===== src/rtl/imm_gen_pkg.sv =====
// -----------------------------------------------------------------------------
// imm_gen_pkg
// Shared definitions for the ID-stage immediate generator.
//   - RV32I/RV64I major opcode constants
//   - imm_type_e : 3-bit immediate format encoding (NONE=0 I=1 S=2 B=3 U=4 J=5)
//   - imm_entry_t: one buffered result {imm, imm_type, tag, illegal}
// Optional feature macro: IMM_GEN_ILLEGAL_EN adds the illegal flag to the entry.
// Entry fields are sized for the widest legal configuration (XLEN=64,
// TAG_W<=16); the top narrows them back to its own parameters.
// -----------------------------------------------------------------------------
package imm_gen_pkg;

   localparam logic [6:0] OPC_LOAD      = 7'b0000011;
   localparam logic [6:0] OPC_OP_IMM    = 7'b0010011;
   localparam logic [6:0] OPC_JALR      = 7'b1100111;
   localparam logic [6:0] OPC_OP_IMM_32 = 7'b0011011;
   localparam logic [6:0] OPC_STORE     = 7'b0100011;
   localparam logic [6:0] OPC_BRANCH    = 7'b1100011;
   localparam logic [6:0] OPC_LUI       = 7'b0110111;
   localparam logic [6:0] OPC_AUIPC     = 7'b0010111;
   localparam logic [6:0] OPC_JAL       = 7'b1101111;
   localparam logic [6:0] OPC_OP        = 7'b0110011;
   localparam logic [6:0] OPC_OP_32     = 7'b0111011;
   localparam logic [6:0] OPC_SYSTEM    = 7'b1110011;
   localparam logic [6:0] OPC_MISC_MEM  = 7'b0001111;

   localparam int IMM_MAX_W = 64;
   localparam int TAG_MAX_W = 16;

   typedef enum logic [2:0] {
      IMM_NONE = 3'd0,
      IMM_I    = 3'd1,
      IMM_S    = 3'd2,
      IMM_B    = 3'd3,
      IMM_U    = 3'd4,
      IMM_J    = 3'd5
   } imm_type_e;

   typedef struct packed {
      logic [IMM_MAX_W-1:0] imm;
      imm_type_e            imm_type;
      logic [TAG_MAX_W-1:0] tag;
`ifdef IMM_GEN_ILLEGAL_EN
      logic                 illegal;
`endif
   } imm_entry_t;

   function automatic logic [6:0] opcode_of(input logic [31:0] ins);
      return ins[6:0];
   endfunction

endpackage


===== src/rtl/imm_gen_pipe_decode.sv =====
// -----------------------------------------------------------------------------
// imm_decode
// Purely combinational immediate decoder. Bit 31 of the instruction is always
// the sign source; every format is sign-extended to XLEN.
// Optional feature macro: IMM_GEN_ILLEGAL_EN adds the illegal output.
// Ports:
//   instr    in   32     raw instruction word
//   imm      out  XLEN   sign-extended immediate (0 for no-immediate opcodes)
//   imm_type out  3      imm_type_e format
//   illegal  out  1      unknown opcode (only with IMM_GEN_ILLEGAL_EN)
// -----------------------------------------------------------------------------
module imm_decode
   import imm_gen_pkg::*;
#(
   parameter int XLEN = 64
) (
   input  logic [31:0]     instr,
   output logic [XLEN-1:0] imm,
   output imm_type_e       imm_type
`ifdef IMM_GEN_ILLEGAL_EN
   ,
   output logic            illegal
`endif
);

   logic [6:0] opcode;
   assign opcode = opcode_of(instr);

   // Size casts of signed slices perform the sign extension to XLEN.
   always_comb begin
      imm      = '0;
      imm_type = IMM_NONE;
      case (opcode)
         OPC_LOAD, OPC_OP_IMM, OPC_JALR: begin
            imm      = XLEN'($signed(instr[31:20]));
            imm_type = IMM_I;
         end
         OPC_OP_IMM_32: begin
            // ADDIW and friends only exist on RV64.
            if (XLEN == 64) begin
               imm      = XLEN'($signed(instr[31:20]));
               imm_type = IMM_I;
            end
         end
         OPC_STORE: begin
            imm      = XLEN'($signed({instr[31:25], instr[11:7]}));
            imm_type = IMM_S;
         end
         OPC_BRANCH: begin
            imm      = XLEN'($signed({instr[31], instr[7], instr[30:25], instr[11:8], 1'b0}));
            imm_type = IMM_B;
         end
         OPC_LUI, OPC_AUIPC: begin
            imm      = XLEN'($signed({instr[31:12], 12'b0}));
            imm_type = IMM_U;
         end
         OPC_JAL: begin
            imm      = XLEN'($signed({instr[31], instr[19:12], instr[20], instr[30:21], 1'b0}));
            imm_type = IMM_J;
         end
         default: begin
            imm      = '0;
            imm_type = IMM_NONE;
         end
      endcase
   end

`ifdef IMM_GEN_ILLEGAL_EN
   // Legal = any opcode in the decode table above, plus the no-immediate
   // R-type, SYSTEM and MISC-MEM groups. Low bits != 2'b11 never match.
   always_comb begin
      illegal = 1'b1;
      case (opcode)
         OPC_LOAD, OPC_OP_IMM, OPC_JALR, OPC_STORE, OPC_BRANCH,
         OPC_LUI, OPC_AUIPC, OPC_JAL,
         OPC_OP, OPC_OP_32, OPC_SYSTEM, OPC_MISC_MEM: illegal = 1'b0;
         OPC_OP_IMM_32:                               illegal = (XLEN != 64);
         default:                                     illegal = 1'b1;
      endcase
      if (instr[1:0] != 2'b11) illegal = 1'b1;
   end
`endif

endmodule


===== src/rtl/imm_gen_pipe.sv =====
// -----------------------------------------------------------------------------
// imm_gen_pipe
// Registered RV32I/RV64I immediate generator for the ID stage. Decoded results
// sit in a 2-entry skid buffer (main + skid) behind a valid/ready handshake.
// Optional feature macro: IMM_GEN_ILLEGAL_EN adds the registered illegal port.
//
// Handshake: a transfer happens on a rising edge where valid and ready are both
// high. The producer holds its payload while valid is high and ready is low;
// ready never depends combinationally on valid. in_ready is a flop equal to
// "skid register empty", so downstream stalls never reach upstream in the same
// cycle. flush empties both registers on the next edge and drops any input in
// that cycle; reset has priority over flush.
//
// Ports:
//   clk, reset              rising-edge clock, synchronous active-high reset
//   flush                   drop every buffered entry
//   in_valid/in_ready       input handshake for instr + in_tag
//   instr [31:0]            raw instruction word
//   in_tag [TAG_W-1:0]      sideband passed through unchanged
//   out_valid/out_ready     output handshake for imm/imm_type/out_tag
//   imm [XLEN-1:0]          sign-extended immediate
//   imm_type [2:0]          NONE=0 I=1 S=2 B=3 U=4 J=5
//   out_tag [TAG_W-1:0]     tag of the presented entry
//   illegal                 unknown opcode (only with IMM_GEN_ILLEGAL_EN)
// Parameters: XLEN (32 or 64), TAG_W (1..16).
// -----------------------------------------------------------------------------
module imm_gen_pipe
   import imm_gen_pkg::*;
#(
   parameter int XLEN  = 64,
   parameter int TAG_W = 5
) (
   input  logic             clk,
   input  logic             reset,
   input  logic             flush,
   input  logic             in_valid,
   output logic             in_ready,
   input  logic [31:0]      instr,
   input  logic [TAG_W-1:0] in_tag,
   output logic             out_valid,
   input  logic             out_ready,
   output logic [XLEN-1:0]  imm,
   output logic [2:0]       imm_type,
   output logic [TAG_W-1:0] out_tag
`ifdef IMM_GEN_ILLEGAL_EN
   ,
   output logic             illegal
`endif
);

   logic [XLEN-1:0] dec_imm;
   imm_type_e       dec_type;
`ifdef IMM_GEN_ILLEGAL_EN
   logic            dec_illegal;
`endif

   imm_decode #(.XLEN(XLEN)) u_decode (
      .instr    (instr),
      .imm      (dec_imm),
      .imm_type (dec_type)
`ifdef IMM_GEN_ILLEGAL_EN
      ,
      .illegal  (dec_illegal)
`endif
   );

   imm_entry_t dec_entry;
   always_comb begin
      dec_entry          = '0;
      dec_entry.imm      = IMM_MAX_W'(dec_imm);
      dec_entry.imm_type = dec_type;
      dec_entry.tag      = TAG_MAX_W'(in_tag);
`ifdef IMM_GEN_ILLEGAL_EN
      dec_entry.illegal  = dec_illegal;
`endif
   end

   imm_entry_t main_q;
   imm_entry_t skid_q;
   logic       main_valid_q;
   logic       skid_valid_q;
   logic       in_ready_q;

   logic in_xfer;
   logic out_xfer;
   logic main_free;

   assign in_xfer   = in_valid & in_ready_q;
   assign out_xfer  = main_valid_q & out_ready;
   // Main can take a new entry when empty or when its entry leaves this cycle.
   assign main_free = ~main_valid_q | out_xfer;

   always_ff @(posedge clk) begin
      if (reset) begin
         main_q       <= '0;
         skid_q       <= '0;
         main_valid_q <= 1'b0;
         skid_valid_q <= 1'b0;
         in_ready_q   <= 1'b1;
      end else if (flush) begin
         main_valid_q <= 1'b0;
         skid_valid_q <= 1'b0;
         in_ready_q   <= 1'b1;
      end else if (main_free) begin
         if (skid_valid_q) begin
            // in_ready was low, so no input can arrive alongside this move.
            main_q       <= skid_q;
            main_valid_q <= 1'b1;
            skid_valid_q <= 1'b0;
            in_ready_q   <= 1'b1;
         end else if (in_xfer) begin
            main_q       <= dec_entry;
            main_valid_q <= 1'b1;
         end else begin
            main_valid_q <= 1'b0;
         end
      end else if (in_xfer) begin
         // Main is stalled: park the new entry and close the input.
         skid_q       <= dec_entry;
         skid_valid_q <= 1'b1;
         in_ready_q   <= 1'b0;
      end
   end

   assign in_ready  = in_ready_q;
   assign out_valid = main_valid_q;
   assign imm       = XLEN'(main_q.imm);
   assign imm_type  = main_q.imm_type;
   assign out_tag   = TAG_W'(main_q.tag);
`ifdef IMM_GEN_ILLEGAL_EN
   assign illegal   = main_q.illegal;
`endif

endmodule

===== config.mk =====
export PLATFORM = sky130hd
export DESIGN_NAME = imm_gen_pipe
export DESIGN_NICKNAME = d
export VERILOG_FILES = /design/src/rtl/imm_gen_pkg.sv /design/src/rtl/imm_gen_pipe_decode.sv /design/src/rtl/imm_gen_pipe.sv
export SDC_FILE = /design/constraint.sdc
export NUM_CORES = 1
export LEC_CHECK = 0
export BUFFER_PORTS_ARGS = -buffer_cell sky130_fd_sc_hd__buf_2
export CAP_MARGIN = 25
export CORE_UTILIZATION = 52
export CTS_CLUSTER_DIAMETER = 200
export DETAILED_ROUTE_END_ITERATION = 8
export GPL_ROUTABILITY_DRIVEN = 0
export GPL_TIMING_DRIVEN = 0
export PLACE_DENSITY = 0.8
export SYNTH_ARGS = -nofsm -noshare
export SYNTH_HDL_FRONTEND = slang
export SYNTH_SLANG_ARGS = --single-unit
export TNS_END_PERCENT = 5

===== constraint.sdc =====
create_clock -name clk -period 2.3 [get_ports clk]
set_clock_uncertainty 0.05 [all_clocks]
set_input_delay 0.46 -clock clk [delete_from_list [all_inputs] [get_ports clk]]
set_output_delay 0.46 -clock clk [all_outputs]
set_load 0.005 [all_outputs]

==> metrics, run 1 <==
Die W=91.0 µm; total CTS buffers=9; final WL=11,200 µm; IO Count=116; area grow syn2layout=22.9%; leak pwr=2.04 nW; count of input and output buffers=112; CP required=2520 ps; clock share of power=0.377; DRT Pass-1 Iters=6; Setup CP Type=register to register; largest net degree at the start of global routing=35; EDFF count, synth=0; Fin Setup TNS=0 ps; CTS Root Cell=clkbuf_8; syn_area_per_cell=9.01 µm²; sequential fraction of the synthesis area=0.404; logic gate share of total power=0.142; CTS sink cnt=83; Std-Cell Rows=32; core area=0.00769 mm²; Main synth FF type=dfxtp_1; Post-Syn Nets=499; Max rail drop VDD=0.000472 V; worst hold path class=input port to register; Bufs and invs on worst path=1; Top Family by Delay on Critical Path=simple AND/OR/NAND/NOR gates; Worst path max stage delay=530 ps; first-pass GRT wire length=17,900 µm; hold buffer count at cts=0; Synth Cell Area=0.00412 mm²; maximum clock path buffer count=2; Final #Nets=623; pwr dens=622 mW/mm²; DRT iter0 DRCs=231; Die Footprint=0.00828 mm²; antenna violations before repair=0; Achievable Freq=0.513 GHz; vias in the first global route=3,632; MaxCap Viol Count=0; diodes inserted=0; DR WL/cell=16.3 µm; postcts setup bufs=0; Die H=91.0 µm; vias per cell=5.63; final instance area=0.00506 mm²; RSZ-0062 raised after global routing=false; flops & latches, synth=83; via count=3,875; Fin. Hold Viols=0; CP cell instances=nand2b_1, nor3_2, clkbuf_1, nor2_1, a211oi_2; Reg clk slew, reported paths=90 ps; Sw Ratio=0.257; Post-DP HPWL=8000 µm; Syn Inst Count=457; CP Max Fanout=10; cts repair resizes=0; synth unique cells=49; Pint=0.00234 W; H-tree Lvls=3; Routed Antenna Nets=0; starting density of the core=0.535; Slew Limit Fails=0; total gr overflow=0; Clk Latency, worst-skew pair=360 ps; Final period util=0.848; CP Capture Type=register; Slew headroom=0.429; Synth warnings=0; Final setup violation count=0; Cell Area, Placed=0.00480 mm²; critical path startpoint category=register; Total GRT Usage=0.271; CP max stage cell=nor3_2; CP Data Arrival Time=2170 ps; Tmin final=1950 ps; Reg power frac=0.481; Synth async-reset ratio=0; CTS tree=yes; run status=completed; slew at the pin closest to its max-slew limit=857 ps; residual DRC count=0; Psw=0.000809 W; share of cells above drive strength 1=0.374
-- Yosys cell counts, types with 2 or more instances --
master    instances  area (µm²)
a211oi_1         23         173
a211oi_2         28         350
a21oi_1          15        75.1
a221oi_2          6        90.1
a22oi_1          11        82.6
a311oi_1          2        17.5
a32oi_1           2        17.5
and2b_1           2        15.0
and3_1            3        18.8
buf_2             7        35.0
buf_4            37         278
buf_6             2        22.5
clkbuf_1         24        90.1
dfxtp_1          83        1660
inv_1             3        11.3
mux2i_1           6        60.1
nand2_1          43         161
nand2b_1          3        18.8
nand3_1           2        10.0
nand3b_1         24         180
nand4b_1          4        35.0
nor2_1           54         203
nor3_1           20         100
o211ai_1          5        37.5
o21ai_0          21         105
or3_1             4        25.0
-- power by group through the flow --
stage | clock network [W] | registers (W) | logic [W]
after global routing | 0.00125 | 0.00152 | 0.000484
final | 0.00119 | 0.00151 | 0.000446
after floorplan | 0 | 0.00155 | 0.000250
after global placement | 0 | 0.00155 | 0.000419
after CTS | 0.00119 | 0.00152 | 0.000435
after detailed placement | 0 | 0.00155 | 0.000433
-- routing by layer --
metal / vias to the layer above / GRT usage / routed length, µm
met1: 1802 / 0.331 / 4770
li1: 1866 / - / -
met2: 178 / 0.465 / 5340
met3: 29 / 0.0620 / 821
met5: - / 0 / 0
met4: 0 / 0.103 / 254
-- worst register-to-register path: cells and delay by family (launching register included) --
| family | cells | cell delay [ps] |
|---|---|---|
| compound gates | 1 | 220 |
| buf+inv | 1 | 460 |
| flops | 1 | 350 |
| simple gates | 3 | 800 |
-- kinds of logic (layout without fill, tap and decap cells) --
group,after synthesis,count (layout),synth area share
AO/OA/AOI/OAI,123,123,0.263
flip-flops,83,83,0.404
buffers and inverters,75,204,0.108
AND/OR/NAND/NOR,170,170,0.211
multiplexers,6,6,0.0146
-- placed cells by master (no fill, tap or decap), types with 5 or more instances in the layout --
| cell type | count |
|---|---|
| buf_2 | 119 |
| buf_4 | 37 |
| o211ai_1 | 5 |
| a22oi_1 | 11 |
| dfxtp_1 | 83 |
| a221oi_2 | 6 |
| mux2i_1 | 6 |
| nand3b_1 | 24 |
| clkbuf_1 | 25 |
| nor3_1 | 20 |
| a211oi_2 | 28 |
| nand2_1 | 43 |
| a211oi_1 | 23 |
| nor2_1 | 54 |
| o21ai_0 | 21 |
| a21oi_1 | 15 |
| clkbuf_8 | 10 |
-- layout make-up --
class                   instances  area, µm²
repair buffers                113        588
inverters                       4       15.0
clock buffers                  11        141
clock inverters                 5       85.1
well taps                     102        128
plain buffers                  71        429
flip-flops and latches         83       1660
fillers                       670       2630
multi-input cells             299       2010
-- metrics by stage --
| stage | total power (W) | utilization | hold WS (ps) | std cells | setup WS [ps] |
|---|---|---|---|---|---|
| after floorplan | 0.00180 | - | 382 | 457 | 459 |
| after CTS | 0.00314 | 0.654 | 297 | 687 | 76.7 |
| after detailed placement | 0.00199 | 0.625 | 400 | 671 | 54.6 |
| after global placement | 0.00197 | 0.625 | 390 | 671 | 138 |
| final | 0.00314 | 0.658 | 302 | 688 | 350 |
| after global routing | 0.00325 | 0.658 | 300 | 688 | 161 |
-- sequential cells by signal, summed over array words and instances (netlist names) --
signal / flops
imm: 32
imm_type: 3
in_ready: 1
out_tag: 5
out_valid: 1
skid_q: 40
skid_valid_q: 1
-- path summary, 6_finish.rpt --
check | start | to | slack [ps] | cells past startpoint
worst max register to register | out_valid$_SDFFE_PP0P_ | skid_q[48]$_SDFFE_PP0P_ | 350 | 5
worst max-delay path | out_valid$_SDFFE_PP0P_ | skid_q[48]$_SDFFE_PP0P_ | 350 | 5
worst min register to register | skid_q[30]$_SDFFE_PP0P_ | skid_q[30]$_SDFFE_PP0P_ | 420 | 2
worst min-delay path | in_tag[0] | skid_q[0]$_SDFFE_PP0P_ | 300 | 3
Note: power is estimated with default switching activity, not from simulation.
==> inputs of run 2 (changes only) <==
==> constraint.sdc (replaced) <==
create_clock -name clk -period 1.95 [get_ports clk]
set_clock_uncertainty 0.05 [all_clocks]
set_input_delay 0.39 -clock clk [delete_from_list [all_inputs] [get_ports clk]]
set_output_delay 0.39 -clock clk [all_outputs]
set_load 0.005 [all_outputs]
==> metrics, run 2 (synthesized netlist as in run 1, its figures left out) <==
Total GRT Usage=0.273 (+0.00112); Bufs and invs on worst path=2 (+1); met2 WL=5370 µm (+0.47%); worst reg2reg path depth=5 (unchanged); CTS Root Cell=clkbuf_8; count of input and output buffers=112 (unchanged); most common cell after layout, fill and taps aside=buf_2; Slew headroom=0.440 (+0.0115); WL met3=887 µm (+8.0%); Top Family by Delay on Critical Path=buffers and inverters; slew at the pin closest to its max-slew limit=839 ps (-17.2 ps); DP Worst Slack=-225 ps (-280 ps); Routed Antenna Nets=0 (unchanged); Clk Latency, worst-skew pair=360 ps (about the same); Final #Nets=622 (-0.16%); DRT Pass-1 Iters=5 (-1); Reg clk slew, reported paths=80 ps (about the same); total power=0.00371 W (+18%); critical path startpoint category=register; topmost layer with routed signal wires=met4; Fin. Hold Viols=0 (unchanged); worst setup path start=skid_valid_q$_SDFFE_PP0P_; IO Count=116 (unchanged); Worst path max stage delay=540 ps (about the same); Register-to-Register Setup Slack=90 ps (-260 ps); final instance area=0.00505 mm² (-0.15%); first-pass GRT wire length=17,900 µm (+0.39%); logic gate share of total power=0.138 (-0.004); DRT iter0 DRCs=213 (-7.8%); largest net degree at the start of global routing=35 (unchanged); CP Capture Type=register; Post-DP HPWL=8000 µm (unchanged); Die Footprint=0.00828 mm² (unchanged); antenna violations before repair=0 (unchanged); Tmin final=1860 ps (-87.6 ps); Std-Cell Rows=32 (unchanged); maximum clock path buffer count=2 (unchanged); FF-to-FF Start=skid_valid_q$_SDFFE_PP0P_; Final setup violation count=0 (unchanged); M1 WL=4760 µm (-0.19%); final WL=11,200 µm (+0.22%); via count=3,918 (+1.1%); Cell Area, Placed=0.00480 mm² (unchanged); Reg power frac=0.483 (+0.002); Pint=0.00275 W (+18%); MaxCap Viol Count=0 (unchanged); largest register by flop count=skid_q; Fin Setup TNS=0 ps (unchanged); area grow syn2layout=22.7%; commonest cells after routing, fill and taps aside=buf_2 (119), dfxtp_1 (82), nor2_1 (54), nand2_1 (43), buf_4 (36); Die W=91.0 µm (unchanged); CTS sink cnt=83 (unchanged); WP depth=5 (unchanged); CP max stage cell=clkbuf_1; vias in the first global route=3,636 (+0.11%); Psw=0.000964 W (+19%); total gr overflow=0 (unchanged); diodes inserted=0 (unchanged); CP endpoint=imm[30]$_SDFFE_PP0P_; run status=completed; share of cells above drive strength 1=0.381 (+0.00748); core area=0.00769 mm² (unchanged); clock share of power=0.379 (+0.002); Die H=91.0 µm (unchanged); vias per cell=5.70 (+1.3%); Worst R2R End=imm[30]$_SDFFE_PP0P_; hold buffer count at cts=0 (unchanged); CP cell instances=clkbuf_1, clkbuf_1, nand3b_1, o21ai_0, a211oi_2; starting density of the core=0.535 (unchanged); max reg flops=40 (unchanged); residual DRC count=0 (unchanged); CP Max Fanout=10 (unchanged); worst hold path class=input port to register; H-tree Lvls=3 (unchanged); Max rail drop VDD=0.000557 V (+18%); Slew Limit Fails=0 (unchanged); DR WL/cell=16.3 µm (+0.37%); CTS tree=yes; total CTS buffers=9 (unchanged); CP most frequent cell=clkbuf_1; CP required=2120 ps (-400 ps); pwr dens=735 mW/mm² (+18%); min-delay src=in_tag[0]; RSZ-0062 raised after global routing=false; Final period util=0.955 (+0.107); CP Data Arrival Time=2040 ps (-130 ps); Final WS setup=87.6 ps (-262 ps); Sw Ratio=0.259 (+0.00231); Setup CP Type=register to register; leak pwr=2.05 nW (+0.22%); Achievable Freq=0.537 GHz (+4.7%)
-- run 2: power by group through the flow --
stage	sequential, W	clock (W)	combinational (W)
2_1_floorplan	0.00183	0	0.000295
3_3_place_gp	0.00183	0	0.000494
3_5_place_dp	0.00183	0	0.000511
4_1_cts	0.00179	0.00140	0.000511
5_1_grt	0.00180	0.00148	0.000557
6_report	0.00179	0.00141	0.000513
-- run 2: routing by layer --
metal / vias to the layer above / global-route usage
li1: 1865 / -
met1: 1836 / 0.332
met2: 195 / 0.467
met3: 22 / 0.0620
met4: 0 / 0.103
met5: - / 0
-- run 2: worst min path at each step --
stage | endpoint | slack (ps) | depth (start not counted)
finish | skid_q[0]$_SDFFE_PP0P_ | 230 | 3
global route | skid_q[3]$_SDFFE_PP0P_ | 230 | 3
CTS | skid_q[0]$_SDFFE_PP0P_ | 230 | 3
detailed placement | skid_q[1]$_SDFFE_PP0P_ | 400 | 2
global placement | skid_q[30]$_SDFFE_PP0P_ | 390 | 2
floorplan | skid_q[30]$_SDFFE_PP0P_ | 380 | 2
-- run 2: worst reg2reg max path, cell delays in order (launching register included) --
cell      delay [ps]
dfxtp_1          350
clkbuf_1         410
clkbuf_1         540
nand3b_1         150
o21ai_0          160
a211oi_2          80
-- run 2: per-stage QoR --
stage	utilization	hold WS, ps	instances
floorplan	-	382	457
global placement	0.625	390	671
detailed placement	0.625	400	671
CTS	0.655	227	687
global route	0.657	230	687
finish	0.657	228	687
-- run 2: final cells by class --
class,count,area (µm²)
Fill cell,670,2640
Multi-Input combinational cell,299,2020
Sequential cell,83,1660
Timing Repair Buffer,112,561
Buffer,71,437
Clock buffer,11,141
Tap cell,102,128
Clock inverter,5,85.1
Inverter,4,15.0
-- run 2: timing repair --
item                                    in CTS  in global routing
gates resized for setup                      1                  9
cloned                                       0                  0
endpoints found under the setup margin      33                 61
buffers inserted                             0                  0
